===== src/rtl/keypad_pkg.sv =====
// Shared types and constants for the 4x4 keypad scanner.
package keypad_pkg;

  localparam int NUM_ROWS = 4;
  localparam int NUM_COLS = 4;
  localparam int KEY_W    = 4;

  typedef enum logic [1:0] {
    IDLE       = 2'd0,
    DB_PRESS   = 2'd1,
    PRESSED    = 2'd2,
    DB_RELEASE = 2'd3
  } kp_state_t;

  // One-hot active-low row drive for row index r.
  function automatic logic [NUM_ROWS-1:0] row_drive(input logic [1:0] r);
    return ~(4'b0001 << r);
  endfunction

endpackage


===== src/rtl/keypad_scan_tick.sv =====
// Row-slot timer: tick is high for one clk when the slot counter reaches SCAN_DIV-1.
module scan_tick #(
  parameter int SCAN_DIV = 5000
) (
  input  logic clk,
  input  logic rst,
  output logic tick
);

  localparam int CW = (SCAN_DIV > 1) ? $clog2(SCAN_DIV) : 1;
  localparam logic [CW-1:0] LAST = CW'(SCAN_DIV - 1);

  logic [CW-1:0] cnt;

  always_ff @(posedge clk) begin
    if (rst) begin
      cnt <= '0;
    end else if (cnt == LAST) begin
      cnt <= '0;
    end else begin
      cnt <= cnt + 1'b1;
    end
  end

  assign tick = (cnt == LAST);

endmodule


===== src/rtl/keypad_scan.sv =====
// 4x4 matrix keypad scanner with ghost rejection and press/release debounce.
// Optional KEYPAD_SHIFT_EN adds a 32-bit shift register of accepted key codes.
//
// state      | meaning
// IDLE       | no key held, waiting for a single-key frame
// DB_PRESS   | counting consecutive frames of the pending key
// PRESSED    | key accepted, key_held high
// DB_RELEASE | counting consecutive frames without the accepted key
module keypad_scan
  import keypad_pkg::*;
#(
  parameter int SCAN_DIV       = 5000,
  parameter int DEBOUNCE_SCANS = 4
) (
  input  logic                clk,
  input  logic                rst,
  input  logic [NUM_COLS-1:0] COL_N,
  output logic [NUM_ROWS-1:0] ROW_N,
  output logic                key_valid,
  output logic [KEY_W-1:0]    key_code,
  output logic                key_held
`ifdef KEYPAD_SHIFT_EN
  ,
  output logic [31:0]         digits
`endif
);

  localparam logic [3:0] DB_CNT = 4'(DEBOUNCE_SCANS);
  localparam int SNAP_W = NUM_ROWS * NUM_COLS;

  logic [NUM_COLS-1:0] col_s1, col_s2;
  logic                tick;
  logic [1:0]          row_idx;
  logic [SNAP_W-1:0]   snapshot;
  logic                frame_done;

  logic                cand_valid;
  logic [KEY_W-1:0]    cand_code;
  logic [4:0]          ones;

  kp_state_t           state;
  logic [KEY_W-1:0]    pending;
  logic [3:0]          stable_cnt;
  logic [3:0]          cnt_inc;

  always_ff @(posedge clk) begin
    if (rst) begin
      col_s1 <= '1;
      col_s2 <= '1;
    end else begin
      col_s1 <= COL_N;
      col_s2 <= col_s1;
    end
  end

  scan_tick #(.SCAN_DIV(SCAN_DIV)) u_scan_tick (
    .clk  (clk),
    .rst  (rst),
    .tick (tick)
  );

  // Snapshot bit index 4*row+col equals the key code of that position.
  always_ff @(posedge clk) begin
    if (rst) begin
      row_idx    <= 2'd0;
      ROW_N      <= 4'b1110;
      snapshot   <= '0;
      frame_done <= 1'b0;
    end else begin
      frame_done <= 1'b0;
      if (tick) begin
        snapshot[{row_idx, 2'b00} +: NUM_COLS] <= ~col_s2;
        row_idx    <= row_idx + 2'd1;
        ROW_N      <= row_drive(row_idx + 2'd1);
        frame_done <= (row_idx == 2'd3);
      end
    end
  end

  always_comb begin
    ones      = 5'd0;
    cand_code = '0;
    for (int i = 0; i < SNAP_W; i++) begin
      if (snapshot[i]) begin
        ones      = ones + 5'd1;
        cand_code = KEY_W'(i);
      end
    end
    cand_valid = (ones == 5'd1);
  end

  assign cnt_inc = stable_cnt + 4'd1;

  always_ff @(posedge clk) begin
    if (rst) begin
      state      <= IDLE;
      pending    <= '0;
      stable_cnt <= 4'd0;
      key_valid  <= 1'b0;
      key_code   <= '0;
      key_held   <= 1'b0;
    end else begin
      key_valid <= 1'b0;
      if (frame_done) begin
        case (state)
          IDLE: begin
            if (cand_valid) begin
              pending <= cand_code;
              if (DB_CNT <= 4'd1) begin
                key_valid  <= 1'b1;
                key_code   <= cand_code;
                key_held   <= 1'b1;
                stable_cnt <= 4'd0;
                state      <= PRESSED;
              end else begin
                stable_cnt <= 4'd1;
                state      <= DB_PRESS;
              end
            end
          end
          DB_PRESS: begin
            if (!cand_valid) begin
              stable_cnt <= 4'd0;
              state      <= IDLE;
            end else if (cand_code != pending) begin
              pending    <= cand_code;
              stable_cnt <= 4'd1;
            end else if (cnt_inc >= DB_CNT) begin
              key_valid  <= 1'b1;
              key_code   <= pending;
              key_held   <= 1'b1;
              stable_cnt <= 4'd0;
              state      <= PRESSED;
            end else begin
              stable_cnt <= cnt_inc;
            end
          end
          PRESSED: begin
            // "none" counts as not matching, so an empty frame starts release.
            if (!cand_valid || cand_code != key_code) begin
              if (DB_CNT <= 4'd1) begin
                key_held   <= 1'b0;
                stable_cnt <= 4'd0;
                state      <= IDLE;
              end else begin
                stable_cnt <= 4'd1;
                state      <= DB_RELEASE;
              end
            end
          end
          DB_RELEASE: begin
            if (cand_valid && cand_code == key_code) begin
              stable_cnt <= 4'd0;
              state      <= PRESSED;
            end else if (cnt_inc >= DB_CNT) begin
              key_held   <= 1'b0;
              stable_cnt <= 4'd0;
              state      <= IDLE;
            end else begin
              stable_cnt <= cnt_inc;
            end
          end
          default: state <= IDLE;
        endcase
      end
    end
  end

`ifdef KEYPAD_SHIFT_EN
  always_ff @(posedge clk) begin
    if (rst) begin
      digits <= 32'd0;
    end else if (key_valid) begin
      digits <= {digits[27:0], key_code};
    end
  end
`endif

endmodule

===== config.mk =====
export PLATFORM = sky130hd
export DESIGN_NAME = keypad_scan
export DESIGN_NICKNAME = d
export VERILOG_FILES = /design/src/rtl/keypad_pkg.sv /design/src/rtl/keypad_scan_tick.sv /design/src/rtl/keypad_scan.sv
export SDC_FILE = /design/constraint.sdc
export NUM_CORES = 1
export LEC_CHECK = 0
export ABC_AREA = 1
export BUFFER_PORTS_ARGS = -buffer_cell sky130_fd_sc_hd__buf_4
export CAP_MARGIN = 15
export CORE_ASPECT_RATIO = 1.1
export CORE_UTILIZATION = 35
export CTS_CLUSTER_SIZE = 16
export DETAILED_ROUTE_END_ITERATION = 8
export PLACE_DENSITY_LB_ADDON = 0.12
export SYNTH_ARGS = -nofsm -noshare
export SYNTH_HDL_FRONTEND = slang
export SYNTH_SLANG_ARGS = --single-unit

===== constraint.sdc =====
create_clock -name clk -period 17.98 [get_ports clk]
set_input_delay 0.899 -clock clk [delete_from_list [all_inputs] [get_ports clk]]
set_output_delay 0.899 -clock clk [all_outputs]
set_load 0.05 [all_outputs]

==> results.md <==
* Run status: completed
* Worst skew pair latency at 0.32 ns
* Peak VDD IR at 0.0000588 V
* Vias per cell at 4.74
* Routing usage on met1 at 19.7%
* Worst r2r dst: pending[0]
* RD Place Congestion at 0.843
* Hold Path Depth at 1
* Peak Freq at 113 MHz
* R2R cell count at 58
* Compound-cell area share of the yosys netlist at 12.0%
* Final worst path period share at 49.2%
* Post-Synth Adder-Cell Area at 6.47%
* Syn Nets at 701
* CORE AREA at 12,200 um^2
* Pwr Total at 0.321 mW
* Nets at 718
* Most used DFF post-synth: dfxtp_1
* Count leader, synth: nand2_1
* Reg2Reg Launch Point: snapshot[0]
* Clock power frac at 54.8%
* Slew Limit Fails at 0
* First-pass GRT wire length at 16,700 um
* Met2 usage at 26.1%
* Critical Path RT at 18.17 ns
* Register Area at 1200 um^2
* Post-synth top area share at 27.0%
* Die width at 109 um
* CTS resizes at 0
* Netlist Area Pre-Place at 4450 um^2
* Number of distinct library cells after synthesis at 46
* Mean post-synth cell area at 6.62 um^2
* CP Max Fanout at 8
* Drt first pass iters at 4
* Sw Share at 20.4%
* Hold WC Path Type: register to register
* Fin. Hold Viols at 0
* Cts bufs inserted at 9
* GRT Residual Overflow at 0
* Simple-Gate Fraction of Synth Area at 41.1%
* Number of core rows at 42
* Global-route met3 utilization at 2.70%
* Pwr Density at 64.0 nW/um^2
* Area Overhead vs Synth at 12.9%
* Share of cells above drive strength 1 at 19.3%
* Largest net degree at the start of global routing at 26
* Die Y at 120 um
* Busiest layer in global routing: met2
* Most used cell, CP: nand2_1
* Cell accounting for the most synthesized area: dfxtp_1
* Worst setup endpoint: pending[0]
* Post-synthesis mux area share at 0%
* Starting Density at 36.5%
* Largest family of logic cells by synthesized area: simple AND/OR/NAND/NOR gates
* Post-Synth XOR/XNOR Area at 2.36%
* Crit start category: register
* Slowest cell on crit path: or2_0
* Switching power at 0.0657 mW
* CTS tree: yes
* Internal at 0.256 mW
* Initial antenna violation count at 0
* Worst Path Arrival at 9.03 ns
* Setup crit end kind: register
* Final wirelength at 9200 um
* Min cycle time layout at 8.84 ns
* Worst hold slack at 0.406 ns
* Port Buf Inserts at 15
* Comb pwr share at 2.8%
* DRT iter0 DRCs at 138
* Sequential share of power at 42.4%
* Post-synth EDFFs at 0
* Asr flop ratio synth at 0%
* Clk sinks at 60
* Post-DP HPWL at 7250 um
* DR vias at 4,016
* Vias in the first global route at 3,866
* Reg2Reg Setup Slack at 9.14 ns
* Crit-path max cell delay at 0.45 ns
* Leakage at 2.62 nW
* Full die area at 13,200 um^2
* Setup violators final at 0
* Sequential element share of the synthesized area at 27.0%
* Hold Buf Count CTS at 0
* Worst setup path startpoint: snapshot[0]
* GR Util All Layers at 15.6%
* YS warnings at 0
* Layout fillers at 1,316
* Num ports at 16
* Multi-input logic area at 2760 um^2
* Worst-margin pin slew at 0.724 ns
* Max-cap viol count at 0
* Worst slew margin at 51.7%
* Crit path kind: register to register
* Number of remaining DRC errors at 0
* Mapped Cells at 672
* Root Driver: clkbuf_16
* Setup TNS at 0 ns
* CTS Buffer Depth at 2
* Reg clk slew, reported paths at 0.05 ns
* Layout Skew at 0.00556 ns
* Total setup buffers inserted after CTS at 0
* Routed len/inst at 10.9 um
* Synth top cells by count: 137 x nand2_1, 111 x inv_1, 60 x dfxtp_1
* Area contributors post-synth: dfxtp_1 27%, nand2_1 12%, inv_1 9.4%, nand2_2 6.6%, ha_1 6.5%
* Post-DRT Antenna Nets at 0
* H-tree depth at 3
* Yosys reg bits at 60
* Antenna diodes at 0
* RSZ-0062 raised after global routing: false
==> metrics by stage <==
stage | cells | cell area, um^2 | worst slack, ns | utilization [%]
after floorplan | 672 | 4450 | 9.88 | -
after global placement | 832 | 4710 | 9.41 | 38.6
after detailed placement | 832 | 4710 | 9.14 | 38.6
after CTS | 847 | 5020 | 9.11 | 41.2
after global routing | 847 | 5020 | 8.43 | 41.2
final | 847 | 5020 | 9.14 | 41.2
==> registers in the layout, summed over array words and instances, names as in the netlist, 2 cells and up <==
signal and cells:
ROW_N 4, col_s1 4, col_s2 4, key_code 4, pending 4, row_idx 2, snapshot 16, stable_cnt 4
state 2, u_scan_tick.cnt 13
==> final cells by class <==
class / count / area share [%]
flip-flops and latches: 60 / 23.9
clock buffers: 12 / 5.31
multi-input cells: 485 / 54.9
repair buffers: 15 / 2.24
inverters: 118 / 8.83
well taps: 154 / 3.84
clock inverters: 3 / 0.898
==> critical path, delay by kind of cell, from the launching register on <==
family,cells,cell delay [ns]
compound gates,3,0.50
simple gates,33,3.70
fa+ha+maj,14,3.71
flops,1,0.33
buf+inv,8,0.45
==> cell families after synthesis <==
family	after synthesis
xor+xnor	12
simple gates	364
buf+inv	127
compound gates	86
flops	60
fa+ha+maj	23
==> power groups by stage <==
stage	clock network (mW)	logic (mW)	registers, mW
after floorplan	0	0.00715	0.138
after CTS	0.181	0.00908	0.136
after detailed placement	0	0.00901	0.139
after global routing	0.186	0.0105	0.136
final	0.176	0.00905	0.136
after global placement	0	0.00896	0.139
==> placed cells by master, fill, tap and decap left out, types with 6 or more instances in the layout <==
cell type    n
nor2_2       6
o21ai_0     14
nand3_2     18
nand4_1      7
nor2_1      55
inv_1      111
clkbuf_16    9
nand3_1     49
buf_4       15
nand2_1    137
nand2_2     47
or2_2       12
inv_2        6
ha_1        23
dfxtp_1     60
nor3_1      10
nand3b_1     6
xor2_1      11
nor4_1       6
a211oi_1    13
a21oi_1     30
==> worst min-delay path by stage <==
| stage | from | to | slack [ns] |
|---|---|---|---|
| after floorplan | col_s1[0] | col_s2[0] | 0.39 |
| after global placement | col_s1[2] | col_s2[2] | 0.40 |
| after detailed placement | col_s1[1] | col_s2[1] | 0.39 |
| after CTS | col_s1[1] | col_s2[1] | 0.41 |
| after global routing | col_s1[1] | col_s2[1] | 0.43 |
| final | col_s1[1] | col_s2[1] | 0.41 |
==> routing by layer <==
layer,wire [um],part of all wire (%)
met5,0,0
met4,180,2.0
met3,208,2.3
met2,4240,46
met1,4570,50
(Power assumes the default switching activity.)
